[src/rtl/pipeline_hazard_ctrl.sv]
// ---------------------------------------------------------------------------
// pipeline_hazard_ctrl
// Sequencing controller for the five-stage RV64 pipeline. Owns every stage
// register enable, IF/ID flush, ID/EX bubble, the PC update/redirect, the
// registered EX operand forward selects, and a two-entry (EX, MEM) scoreboard
// of in-flight destination registers.
//
// Ports
//   i_clk, i_reset          clock, synchronous active-high reset
//   i_if_req/i_imem_data_ok imem request outstanding / data returned
//   i_dmem_req/i_dmem_data_ok MEM stage data access / access completes
//   i_id_*                  decoded fields of the instruction held in ID
//   i_ex_redirect/i_ex_target EX changes PC / redirect target
//   o_pc_en/o_pc_redirect/o_pc_target  PC control
//   o_ifid_en/o_idex_en/o_exmem_en/o_memwb_en  stage register enables
//   o_ifid_flush/o_idex_bubble/o_fetch_discard  squash controls
//   o_fwd_a/o_fwd_b         EX forward selects (0 regfile, 1 EX/MEM, 2 MEM/WB)
//   o_hz_state              FSM state (0 RUN, 1 IWAIT, 2 IDROP)
// ---------------------------------------------------------------------------
module pipeline_hazard_ctrl #(
  parameter int XLEN = 64
) (
  input  logic            i_clk,
  input  logic            i_reset,
  input  logic            i_if_req,
  input  logic            i_imem_data_ok,
  input  logic            i_dmem_req,
  input  logic            i_dmem_data_ok,
  input  logic            i_id_valid,
  input  logic [4:0]      i_id_rs1,
  input  logic [4:0]      i_id_rs2,
  input  logic            i_id_use_rs1,
  input  logic            i_id_use_rs2,
  input  logic [4:0]      i_id_rd,
  input  logic            i_id_regwen,
  input  logic            i_id_is_load,
  input  logic            i_ex_redirect,
  input  logic [XLEN-1:0] i_ex_target,
  output logic            o_pc_en,
  output logic            o_pc_redirect,
  output logic [XLEN-1:0] o_pc_target,
  output logic            o_ifid_en,
  output logic            o_idex_en,
  output logic            o_exmem_en,
  output logic            o_memwb_en,
  output logic            o_ifid_flush,
  output logic            o_idex_bubble,
  output logic            o_fetch_discard,
  output logic [1:0]      o_fwd_a,
  output logic [1:0]      o_fwd_b,
  output logic [1:0]      o_hz_state
);

  typedef enum logic [1:0] {
    ST_RUN   = 2'd0,
    ST_IWAIT = 2'd1,
    ST_IDROP = 2'd2
  } state_t;

  typedef struct packed {
    logic       valid;
    logic [4:0] rd;
    logic       regwen;
    logic       is_load;
  } sb_entry_t;

  state_t            r_state;
  state_t            w_state_nxt;
  logic [XLEN-1:0]   r_tgt;
  logic [XLEN-1:0]   w_tgt_nxt;
  sb_entry_t         r_ex;
  sb_entry_t         r_mem;
  logic [1:0]        r_fwd_a;
  logic [1:0]        r_fwd_b;

  logic              w_dmem_busy;
  logic              w_imem_busy;
  logic              w_acc;
  logic              w_load_use;
  sb_entry_t         w_id_entry;

  // Forward select for one source; x0 never matches, EX entry wins over MEM.
  // A load in EX cannot forward: its data does not exist until MEM completes.
  function automatic logic [1:0] fwd_sel(
    input logic       use_rs,
    input logic [4:0] rs,
    input sb_entry_t  ex_e,
    input sb_entry_t  mem_e
  );
    logic [1:0] sel;
    sel = 2'd0;
    if (!use_rs || (rs == 5'd0)) begin
      sel = 2'd0;
    end else if (ex_e.valid && ex_e.regwen && !ex_e.is_load && (ex_e.rd == rs)) begin
      sel = 2'd1;
    end else if (mem_e.valid && mem_e.regwen && (mem_e.rd == rs)) begin
      sel = 2'd2;
    end else begin
      sel = 2'd0;
    end
    return sel;
  endfunction

  assign w_dmem_busy = i_dmem_req & ~i_dmem_data_ok;
  assign w_imem_busy = i_if_req & ~i_imem_data_ok;
  assign w_acc       = i_ex_redirect & ~w_dmem_busy;

  assign w_load_use = i_id_valid & r_ex.valid & r_ex.is_load & (r_ex.rd != 5'd0) &
                      ((i_id_use_rs1 & (i_id_rs1 == r_ex.rd)) |
                       (i_id_use_rs2 & (i_id_rs2 == r_ex.rd)));

  assign w_id_entry = '{valid: i_id_valid, rd: i_id_rd, regwen: i_id_regwen,
                        is_load: i_id_is_load};

  // Registered values are masked while reset is high so the reset-cycle
  // outputs are defined before the first reset edge is seen.
  assign o_fwd_a    = i_reset ? 2'd0 : r_fwd_a;
  assign o_fwd_b    = i_reset ? 2'd0 : r_fwd_b;
  assign o_hz_state = i_reset ? 2'd0 : r_state;

  // Hazard resolution: enables, squashes, PC control and next FSM state.
  always_comb begin
    o_pc_en         = 1'b0;
    o_pc_redirect   = 1'b0;
    o_pc_target     = '0;
    o_ifid_en       = 1'b0;
    o_idex_en       = 1'b0;
    o_exmem_en      = 1'b0;
    o_memwb_en      = 1'b0;
    o_ifid_flush    = 1'b0;
    o_idex_bubble   = 1'b0;
    o_fetch_discard = 1'b0;
    w_state_nxt     = r_state;
    w_tgt_nxt       = r_tgt;
    if (i_reset) begin
      o_ifid_flush  = 1'b1;
      o_idex_bubble = 1'b1;
    end else if (w_dmem_busy) begin
      // Full freeze: the redirect in EX stays asserted and is taken later.
      w_state_nxt = r_state;
    end else begin
      o_idex_en  = 1'b1;
      o_exmem_en = 1'b1;
      o_memwb_en = 1'b1;
      if (w_acc) begin
        o_ifid_flush  = 1'b1;
        o_idex_bubble = 1'b1;
        if (w_imem_busy || (r_state == ST_IDROP)) begin
          // The in-flight fetch is from the wrong path: park the target
          // until its data arrives and can be thrown away.
          w_tgt_nxt   = i_ex_target;
          w_state_nxt = ST_IDROP;
        end else begin
          o_pc_en       = 1'b1;
          o_pc_redirect = 1'b1;
          o_pc_target   = i_ex_target;
          w_state_nxt   = ST_RUN;
        end
      end else if (r_state == ST_IDROP) begin
        o_idex_bubble = 1'b1;
        if (i_imem_data_ok) begin
          o_fetch_discard = 1'b1;
          o_ifid_flush    = 1'b1;
          o_pc_en         = 1'b1;
          o_pc_redirect   = 1'b1;
          o_pc_target     = r_tgt;
          w_state_nxt     = ST_RUN;
        end else begin
          w_state_nxt = ST_IDROP;
        end
      end else if (w_load_use) begin
        o_idex_bubble = 1'b1;
        w_state_nxt   = w_imem_busy ? ST_IWAIT : ST_RUN;
      end else if (w_imem_busy) begin
        o_idex_bubble = 1'b1;
        w_state_nxt   = ST_IWAIT;
      end else begin
        o_pc_en     = 1'b1;
        o_ifid_en   = 1'b1;
        w_state_nxt = ST_RUN;
      end
    end
  end

  // State, latched target, scoreboard and forward-select registers.
  always_ff @(posedge i_clk) begin
    if (i_reset) begin
      r_state <= ST_RUN;
      r_tgt   <= '0;
      r_ex    <= '0;
      r_mem   <= '0;
      r_fwd_a <= 2'd0;
      r_fwd_b <= 2'd0;
    end else begin
      r_state <= w_state_nxt;
      r_tgt   <= w_tgt_nxt;
      if (o_idex_en) begin
        // Selects are computed against the entries the ID instruction will
        // trail by one (now EX -> EX/MEM) and two (now MEM -> MEM/WB) stages.
        r_ex    <= o_idex_bubble ? '0 : w_id_entry;
        r_fwd_a <= o_idex_bubble ? 2'd0 : fwd_sel(i_id_use_rs1, i_id_rs1, r_ex, r_mem);
        r_fwd_b <= o_idex_bubble ? 2'd0 : fwd_sel(i_id_use_rs2, i_id_rs2, r_ex, r_mem);
      end
      if (o_exmem_en) begin
        r_mem <= r_ex;
      end
    end
  end

endmodule

[config.mk]
export PLATFORM = sky130hd
export DESIGN_NAME = pipeline_hazard_ctrl
export DESIGN_NICKNAME = d
export VERILOG_FILES = /design/src/rtl/pipeline_hazard_ctrl.sv
export SDC_FILE = /design/constraint.sdc
export NUM_CORES = 1
export LEC_CHECK = 0
export CAP_MARGIN = 10
export CORE_AREA = 3 3 98 118
export DETAILED_ROUTE_END_ITERATION = 8
export DIE_AREA = 0 0 101 121
export PLACE_DENSITY = 0.76
export SETUP_SLACK_MARGIN = 0.3
export SKIP_LAST_GASP = 1
export SLEW_MARGIN = 5
export SYNTH_ARGS = -nofsm -noshare
export SYNTH_HDL_FRONTEND = slang
export SYNTH_SLANG_ARGS = --single-unit
[constraint.sdc]
create_clock -name i_clk -period 1.86 [get_ports i_clk]
set_clock_uncertainty 0.15 [all_clocks]
set_input_delay 0.279 -clock i_clk [delete_from_list [all_inputs] [get_ports i_clk]]
set_output_delay 0.279 -clock i_clk [all_outputs]
set_load 0.005 [all_outputs]
==> results of run 1 <==
repair_timing:
| item | in CTS | in global routing |
|---|---|---|
| cloned | 15 | 14 |
| hold buffers | 0 | 0 |
| buffers inserted | 41 | 28 |
| pin swaps | 51 | 113 |
| resized for setup | 271 | 231 |
| endpoints found under the setup margin | 156 | 156 |
cells by family (layout without fill, tap and decap cells):
logic type                count (synthesis)  in the layout  synth area share
AOI/OAI and AO/OA                       162            162            0.2808
DFF                                      85             85            0.4187
and+or+nand+nor                         191            191            0.2026
xor gates and xnor gates                 20             20           0.04310
buffers and inverters                    44            328           0.05480
power groups by stage:
stage                     Combinational, mW  Clock [mW]  Sequential, mW
after global routing                   1.21        1.84            1.95
final                                  1.16        1.76            1.94
after floorplan                       0.311           0            1.96
after CTS                             0.898        1.74            1.92
after global placement                0.739           0            1.96
after detailed placement              0.756           0            1.97
layout make-up:
class	instances	area [µm²]
Clock buffer	12	246.5
Clock inverter	2	35.03
Fill cell	630	2285
Inverter	1	3.754
Multi-Input combinational cell	373	2775
Sequential cell	85	1723
Tap cell	129	161.4
Timing Repair Buffer	313	3338
cells in the final DEF, fill, tap and decap left out, drive strengths merged, types with 3 or more instances in the layout:
master,n
nand3,6
clkdlybuf4s50,82
dfxtp,85
o31a,3
and2,3
nor2b,8
a32o,8
a22o,64
xnor2,16
dlygate4sd2,14
nand2,148
a21oi,74
nor4,3
buf,180
or4,3
xor2,4
nor2,9
o21ai,4
clkbuf,48
and3,3
worst max-delay path: cells and delay by family, from the launching register on:
kind	cells	cell delay [ns]
buffers and inverters	8	0.85
and+or+nand+nor	3	0.51
DFF	1	0.34
AOI/OAI and AO/OA	1	0.13
path summary, 6_finish.rpt:
| kind | from | to | slack [ns] |
|---|---|---|---|
| worst min register to register | r_mem[7]$_SDFFE_PP0P_ | r_mem[7]$_SDFFE_PP0P_ | 0.31 |
| worst max-delay path | r_state[1]$_SDFFE_PP0N_ | o_pc_target[45] | -0.73 |
| worst min-delay path | r_mem[7]$_SDFFE_PP0P_ | r_mem[7]$_SDFFE_PP0P_ | 0.31 |
| worst max register to register | r_ex[5]$_SDFFE_PP0P_ | r_fwd_a[1]$_SDFFE_PP0P_ | -0.52 |
sequential cells by signal (all words and copies together), names as in the netlist:
name     cells
r_fwd_a      2
r_mem        7
r_state      2
r_fwd_b      2
r_tgt       64
r_ex         8
metal layers:
| metal | wire (µm) | share of wire |
|---|---|---|
| met1 | 7277 | 0.36 |
| met2 | 10740 | 0.53 |
| met3 | 1506 | 0.074 |
| met4 | 852 | 0.042 |
| met5 | 0 | 0 |
cell usage after synthesis (3+ instances only):
master and number:
buf_2 19, nor2_1 8, a22o_1 64, and3_1 3
a32o_1 8, xnor2_1 16, nand3_1 6, dfxtp_1 85
buf_4 7, or4_1 3, a21oi_1 73, clkbuf_1 16
nor2b_1 6, xor2_1 4, nand2_1 148
==> flow_metrics.tcl, run 1 <==
set metrics [dict create \
    worstMarginPinSlew_ns 0.6647 \
    post-route-util 0.7838 \
    antenna_found_initial 0 \
    crit_path_max_incr_delay_ns 0.34 \
    violations "negative setup slack" \
    ioPinCount 170 \
    fmax_mhz 385.5 \
    cts.path.max_buffers 2 \
    nets 874 \
    portBuffers 169 \
    coreArea_um2 10570 \
    min_path_cells 2 \
    num_antenna_cells 0 \
    cts_sinks 85 \
    area_growth_pct 103.8 \
    synth_cells 502 \
    die_area_um2 12220 \
    use_met1 0.3054 \
    synth-seq-cells 85 \
    drv_cap 0 \
    synth_edf_count 0 \
    power.switching_mw 1.270 \
    end_kind "output pin" \
    cts_root_buffer "clkbuf_16" \
    fin_crit_sh 1.395 \
    crit_slowest_cell "dfxtp_2" \
    wire_per_inst_um 22.27 \
    ys_async_sr_fraction 0 \
    hold-worst-slack_ns 0.3070 \
    reg2regPathDepth 15 \
    fin_area_um2 8283 \
    wl_um 20380 \
    ys_warn_count 0 \
    grtUsageMet2 0.4782 \
    criticalPathCategory "reg2out" \
    grt_first_pass_wirelength_um 25060 \
    pre_cts_slack_ns -0.7848 \
    crit_fanout 4 \
    ys_top_cells_by_area "dfxtp_1, a22o_1, nand2_1" \
    p_comb_frac 0.238 \
    crit_top_cell "buf_6" \
    fin_crit_ns 2.594 \
    dp_hpwl_um 9198 \
    placementRows 41 \
    cts_tree "done" \
    status "finished with violations" \
    dp.cells 803 \
    use_met3 0.03393 \
    final_layout_size_suffix_gt1_frac 0.4491 \
    die_y_um 121 \
    ir_worst_vdd_mv 0.4863 \
    grt_max_degree 48 \
    cellLeakagePower_nw 3.519 \
    hold_class "reg2reg" \
    start_kind "register" \
    route.detailed.drc 0 \
    gp_routability_congestion 0.8565 \
    drtIter0Drc 304 \
    finalSetupViolations 133 \
    grt_pass1_vias 4869 \
    clk_latency_ns 0.34 \
    gr-usage-all-layers 0.2636 \
    initial_utilization 0.3846 \
    hold_viol 0 \
    maxSlewViolCount 0 \
    p_seq_frac 0.399 \
    ys_seq_area_frac 0.4187 \
    numCtsBuffers 9 \
    worst_ep_required_time_ns 1.43 \
    powerDensity_nw_per_um2 587.1 \
    synth_area_um2 4064 \
    yosys.area.top_type "dfxtp_1" \
    dieWidth_um 101 \
    synth_top_area_frac 0.4187 \
    vias_per_cell 5.701 \
    power.total_mw 4.863 \
    grt_overflow_total 0 \
    p_sw_frac 0.2612 \
    placed_area_um2 6122 \
    grt_setup_unrepaired "yes" \
    firstDrtPassIters 5 \
    syn-num-nets 593 \
    avgSynthCellArea_um2 8.095 \
    setup_ws_ns -0.7342 \
    p_int_mw 3.592 \
    gr-max-usage-layer "met2" \
    fin_tns_setup_ns -41.53 \
    power_frac_clock 0.362 \
    synth_top_flop_cell "dfxtp_1" \
    dr_total_vias 5216 \
    worstPathCellList "nor2b_4, nand2_4, nor4_4, buf_6, buf_12, buf_12, buf_16, buf_6, buf_6, buf_6, a22o_1, buf_2" \
    fin_cells 915 \
    max_slew_margin 0.5569 \
    synth_cell_type_count 40 \
    path_clk_slew_ns 0.06 \
    h-tree-depth 3 \
    ant_nets 0 \
    arrival_ns 2.17 \
]
(Power assumes the default switching activity.)
==> run 2: changes to the inputs <==
TNS_END_PERCENT = 50   (was default)
==> flow_metrics.tcl, run 2 (synthesized netlist as in run 1, its figures left out) <==
set metrics [dict create \
    reg2reg_slack_ns -0.64 \
    cts_tree "done" \
    start_kind "register" \
    cts_root_buffer "clkbuf_16" \
    route.detailed.drc 0 \
    ioPinCount 170 \
    nets 849 \
    criticalPathCategory "reg2reg" \
    placementRows 41 \
    grt_setup_unrepaired "yes" \
    firstDrtPassIters 5 \
    arrival_ns 2.57 \
    fin_crit_ns 2.498 \
    clk_latency_ns 0.33 \
    grt_max_degree 56 \
    portBuffers 169 \
    wire_per_inst_um 18.02 \
    dieWidth_um 101 \
    fin_crit_sh 1.343 \
    crit_fanout 5 \
    hold_class "reg2reg" \
    power.total_mw 4.905 \
    cts.path.max_buffers 2 \
    post-route-util 0.6909 \
    final_layout_size_suffix_gt1_frac 0.3067 \
    maxSlewViolCount 0 \
    reg.largest.list "r_tgt x64, r_ex x8, r_mem x7" \
    dr_total_vias 4825 \
    coreArea_um2 10570 \
    worst_ep_required_time_ns 1.94 \
    dp_hpwl_um 9083 \
    antenna_found_initial 1 \
    grt_overflow_total 0 \
    worstMarginPinSlew_ns 0.5392 \
    initial_utilization 0.3846 \
    finalSetupViolations 86 \
    gp_routability_congestion 0.9108 \
    ant_nets 0 \
    end_kind "register" \
    cts_hold_buf 0 \
    hold_viol 0 \
    largest_reg_flops 64 \
    setup_ws_ns -0.6379 \
    die_y_um 121 \
    final_common_cell "nand2_1" \
    grt_first_pass_wirelength_um 20670 \
    max_slew_margin 0.6405 \
    ir_worst_vdd_mv 0.3855 \
    cellLeakagePower_nw 3.082 \
    wl_um 16100 \
    drtIter0Drc 309 \
    regMostFlops "r_tgt" \
    powerDensity_nw_per_um2 671.8 \
    status "finished with violations" \
    drv_cap 0 \
    cts_sinks 85 \
    grt_pass1_vias 4331 \
    area_growth_pct 79.65 \
    layout_common_cells "nand2_1, clkdlybuf4s50_1, dfxtp_1" \
    numCtsBuffers 9 \
    path_clk_slew_ns 0.06 \
    violations "negative setup slack" \
    vias_per_cell 5.403 \
    h-tree-depth 3 \
    gr-usage-all-layers 0.2091 \
    fmax_mhz 400.3 \
    die_area_um2 12220 \
]
-- run 2: changes by cell type in the layout (fill, tap and decap cells not counted), sizes merged --
cell           previous run  this run
and3                      3         4
buf                     180       148
bufinv                    1         3
clkbuf                   48        52
clkdlybuf4s50            82        87
diode                     0         1
dlygate4sd2              14         4
dlymetal6s2s              1         8
-- run 2: path summary, 6_finish.rpt --
check | startpoint | endpoint | cells after the start
setup / recovery | r_ex[5]$_SDFFE_PP0P_ | r_fwd_b[1]$_SDFFE_PP0P_ | 16
hold / removal | r_mem[7]$_SDFFE_PP0P_ | r_mem[7]$_SDFFE_PP0P_ | 2
setup reg to reg | r_ex[5]$_SDFFE_PP0P_ | r_fwd_b[1]$_SDFFE_PP0P_ | 16
hold reg to reg | r_mem[7]$_SDFFE_PP0P_ | r_mem[7]$_SDFFE_PP0P_ | 2
-- run 2: final cells by class --
cell class | count | area [µm²]
clock buffer | 12 | 246.5
antenna | 1 | 2.502
sequential | 85 | 1718
multi-input combinational | 374 | 2306
fill | 798 | 3267
inverter | 1 | 3.754
clock inverter | 4 | 95.09
timing repair buffer | 287 | 2768
tap | 129 | 161.4
-- run 2: power breakdown --
| group | switching, mW | internal [mW] | total, mW | leakage [nW] |
|---|---|---|---|---|
| registers | 0.0442 | 1.88 | 1.93 | 0.694 |
| clock network | 0.691 | 1.35 | 2.04 | 0.167 |
| logic | 0.393 | 0.545 | 0.938 | 2.22 |
| total | 1.13 | 3.78 | 4.90 | 3.08 |
-- run 2: critical path, stage by stage (launching register included) --
cell      delay, ns
dfxtp_4        0.38
xnor2_2        0.19
buf_4          0.14
buf_6          0.09
buf_6          0.08
buf_6          0.08
buf_6          0.08
buf_6          0.08
buf_6          0.08
buf_6          0.09
buf_6          0.08
buf_6          0.08
buf_6          0.08
buf_6          0.08
nand3b_1       0.15
o31a_1         0.28
a31o_1         0.20
-- run 2: what timing repair did --
action                     CTS  global route
setup buffers               14            45
resized for setup           26           261
cloned                       0            13
setup endpoints to repair  156           156
pin swaps                    8            72
-- run 2: per-stage QoR --
step | setup TNS (ns) | std cells | instance area, µm² | hold slack, ns | worst slack [ns]
floorplan | 0 | 502 | 4165 | 0.2650 | 0.06665
global placement | -68.93 | 804 | 6127 | 0.2831 | -0.7456
detailed placement | -72.62 | 804 | 6127 | 0.2953 | -0.7928
CTS | -51.49 | 834 | 6608 | 0.3016 | -0.7456
global route | -41.52 | 892 | 7298 | 0.3213 | -0.7065
finish | -35.68 | 893 | 7301 | 0.3016 | -0.6379
-- run 2: per-layer routing --
| layer | vias to the layer above | global-route usage | part of all wire |
|---|---|---|---|
| met4 | 2 | 0.07149 | 0.023 |
| met3 | 37 | 0.06095 | 0.075 |
| met1 | 2293 | 0.2480 | 0.39 |
| met2 | 213 | 0.3579 | 0.52 |
| met5 | - | 0 | 0.00081 |
| li1 | 2280 | - | - |
==> run 3: changes to the inputs <==
CORE_AREA = 3 3 90 109   (was 3 3 98 118)
DIE_AREA = 0 0 93 112   (was 0 0 101 121)
PLACE_DENSITY = 0.84   (was 0.76)
clock period = 3.1 ns   (was 1.86 ns; I/O delays follow)
==> flow_metrics.tcl, run 3 (synthesized netlist as in run 1, its figures left out) <==
set metrics [dict create \
    wire_per_inst_um 17.07 \
    dr_total_vias 4362 \
    max_slew_margin 0.7209 \
    cts_hold_buf 0 \
    min_path_cells 2 \
    power_frac_clock 0.325 \
    fin_crit_ns 3.013 \
    ant_nets 0 \
    final_layout_size_suffix_gt1_frac 0.09010 \
    hold_class "in2reg" \
    area_growth_pct 54.99 \
    p_sw_frac 0.2508 \
    cp-startpoint "i_dmem_req" \
    drtIter0Drc 231 \
    h-tree-depth 3 \
    portBuffers 169 \
    dieWidth_um 93 \
    placed_area_um2 5914 \
    maxSlewViolCount 0 \
    worstPathCellList "clkdlybuf4s50_1, nor2b_4, buf_12, nor4_4, buf_4, buf_12, a22o_1, clkdlybuf4s50_1" \
    cellLeakagePower_nw 2.271 \
    numCtsBuffers 9 \
    antenna_found_initial 0 \
    wl_um 13610 \
    start_kind "primary input" \
    coreArea_um2 8939 \
    nets 763 \
    worstMarginPinSlew_ns 0.4187 \
    arrival_ns 2.40 \
    criticalPathCategory "in2out" \
    reg2reg_from "r_state[1]$_SDFFE_PP0N_" \
    grt_first_pass_wirelength_um 20930 \
    placementRows 38 \
    grt_pass1_vias 4240 \
    clk_latency_ns 0.36 \
    p_seq_frac 0.487 \
    min_to "r_tgt[33]$_SDFFE_PP0P_" \
    end_kind "output pin" \
    p_comb_frac 0.188 \
    worst_ep_required_time_ns 2.48 \
    post-route-util 0.7046 \
    holdCritStartpoint "i_reset" \
    cts_tree "done" \
    crit_slowest_cell "clkdlybuf4s50_1" \
    drv_cap 0 \
    ir_worst_vdd_mv 0.2274 \
    ioPinCount 170 \
    firstDrtPassIters 5 \
    num_antenna_cells 0 \
    reg.largest.list "r_tgt x64, r_ex x8, r_mem x7" \
    route.detailed.drc 0 \
    grt_overflow_total 0 \
    regMostFlops "r_tgt" \
    path_clk_slew_ns 0.08 \
    p_int_mw 1.780 \
    cts_sinks 85 \
    finalSetupViolations 0 \
    initial_utilization 0.4546 \
    final_common_cell "clkdlybuf4s50_1" \
    reg2reg_slack_ns 1.08 \
    power.total_mw 2.376 \
    layout_common_cells "clkdlybuf4s50_1, nand2_1, dfxtp_1" \
    largest_reg_flops 64 \
    crit_path_max_incr_delay_ns 0.51 \
    grt_max_degree 65 \
    dp_hpwl_um 9121 \
    grt_setup_unrepaired "yes" \
    hold-worst-slack_ns 0.2975 \
    r2r-end "r_tgt[9]$_SDFFE_PP0P_" \
    power.switching_mw 0.5959 \
    cts_root_buffer "clkbuf_8" \
    cts.path.max_buffers 2 \
    fmax_mhz 331.9 \
    die_y_um 112 \
    reg2regPathDepth 8 \
    status "completed" \
    crit_fanout 17 \
    gr-usage-all-layers 0.2508 \
    fin_crit_sh 0.9719 \
    hold_viol 0 \
    gp_routability_congestion 0.9170 \
    die_area_um2 10420 \
    vias_per_cell 5.473 \
    fin_area_um2 6299 \
    powerDensity_nw_per_um2 377.2 \
]
==> run 3: how the worst max path moves through the flow <==
stage | endpoint | slack, ns | cells after the start
final | o_pc_target[37] | 0.09 | 8
after global routing | o_pc_target[3] | -0.01 | 8
after CTS | o_pc_target[51] | 0.12 | 8
after detailed placement | o_pc_target[7] | 0.06 | 7
after global placement | o_pc_target[39] | 0.09 | 7
after floorplan | o_pc_target[0] | 0.92 | 6
==> run 3: routing by layer <==
metal / GRT usage / share of wire
met1: 0.2932 / 0.40
met2: 0.4483 / 0.51
met4: 0.07625 / 0.016
met3: 0.06081 / 0.071
met5: 0 / 0
==> run 3: worst max-delay path, delay by kind of cell <==
family / cells / cell delay, ns
AO/OA/AOI/OAI: 1 / 0.18
buffers and inverters: 5 / 1.43
AND/OR/NAND/NOR: 2 / 0.32
==> run 3: cell type report <==
type	count	area [µm²]
inverter	1	3.754
multi-input combinational	373	2180
clock inverter	4	47.55
tap	120	150.1
sequential	85	1702
clock buffer	12	145.1
fill	695	2640
timing repair buffer	202	2071
==> run 3: timing repair <==
| action | CTS | global route |
|---|---|---|
| setup buffers | 6 | 0 |
| pin swaps | 5 | 0 |
| cloned | 3 | 1 |
| gates resized for setup | 16 | 0 |
| endpoints found under the setup margin | 68 | 69 |
==> run 3: per-stage QoR <==
step / TNS [ns] / instances / setup slack [ns]
final: 0 / 797 / 0.08724
after CTS: 0 / 796 / 0.1208
after global placement: 0 / 771 / 0.08925
after global routing: -0.07524 / 797 / -0.01318
after detailed placement: 0 / 771 / 0.05860
after floorplan: 0 / 502 / 0.9228
==> run 3: power by group through the flow <==
stage               clock network [mW]  logic (mW)  registers (mW)
floorplan                            0       0.176            1.17
global placement                     0       0.419            1.18
detailed placement                   0       0.429            1.18
CTS                              0.786       0.445            1.16
global route                     0.829       0.480            1.16
finish                           0.772       0.447            1.16
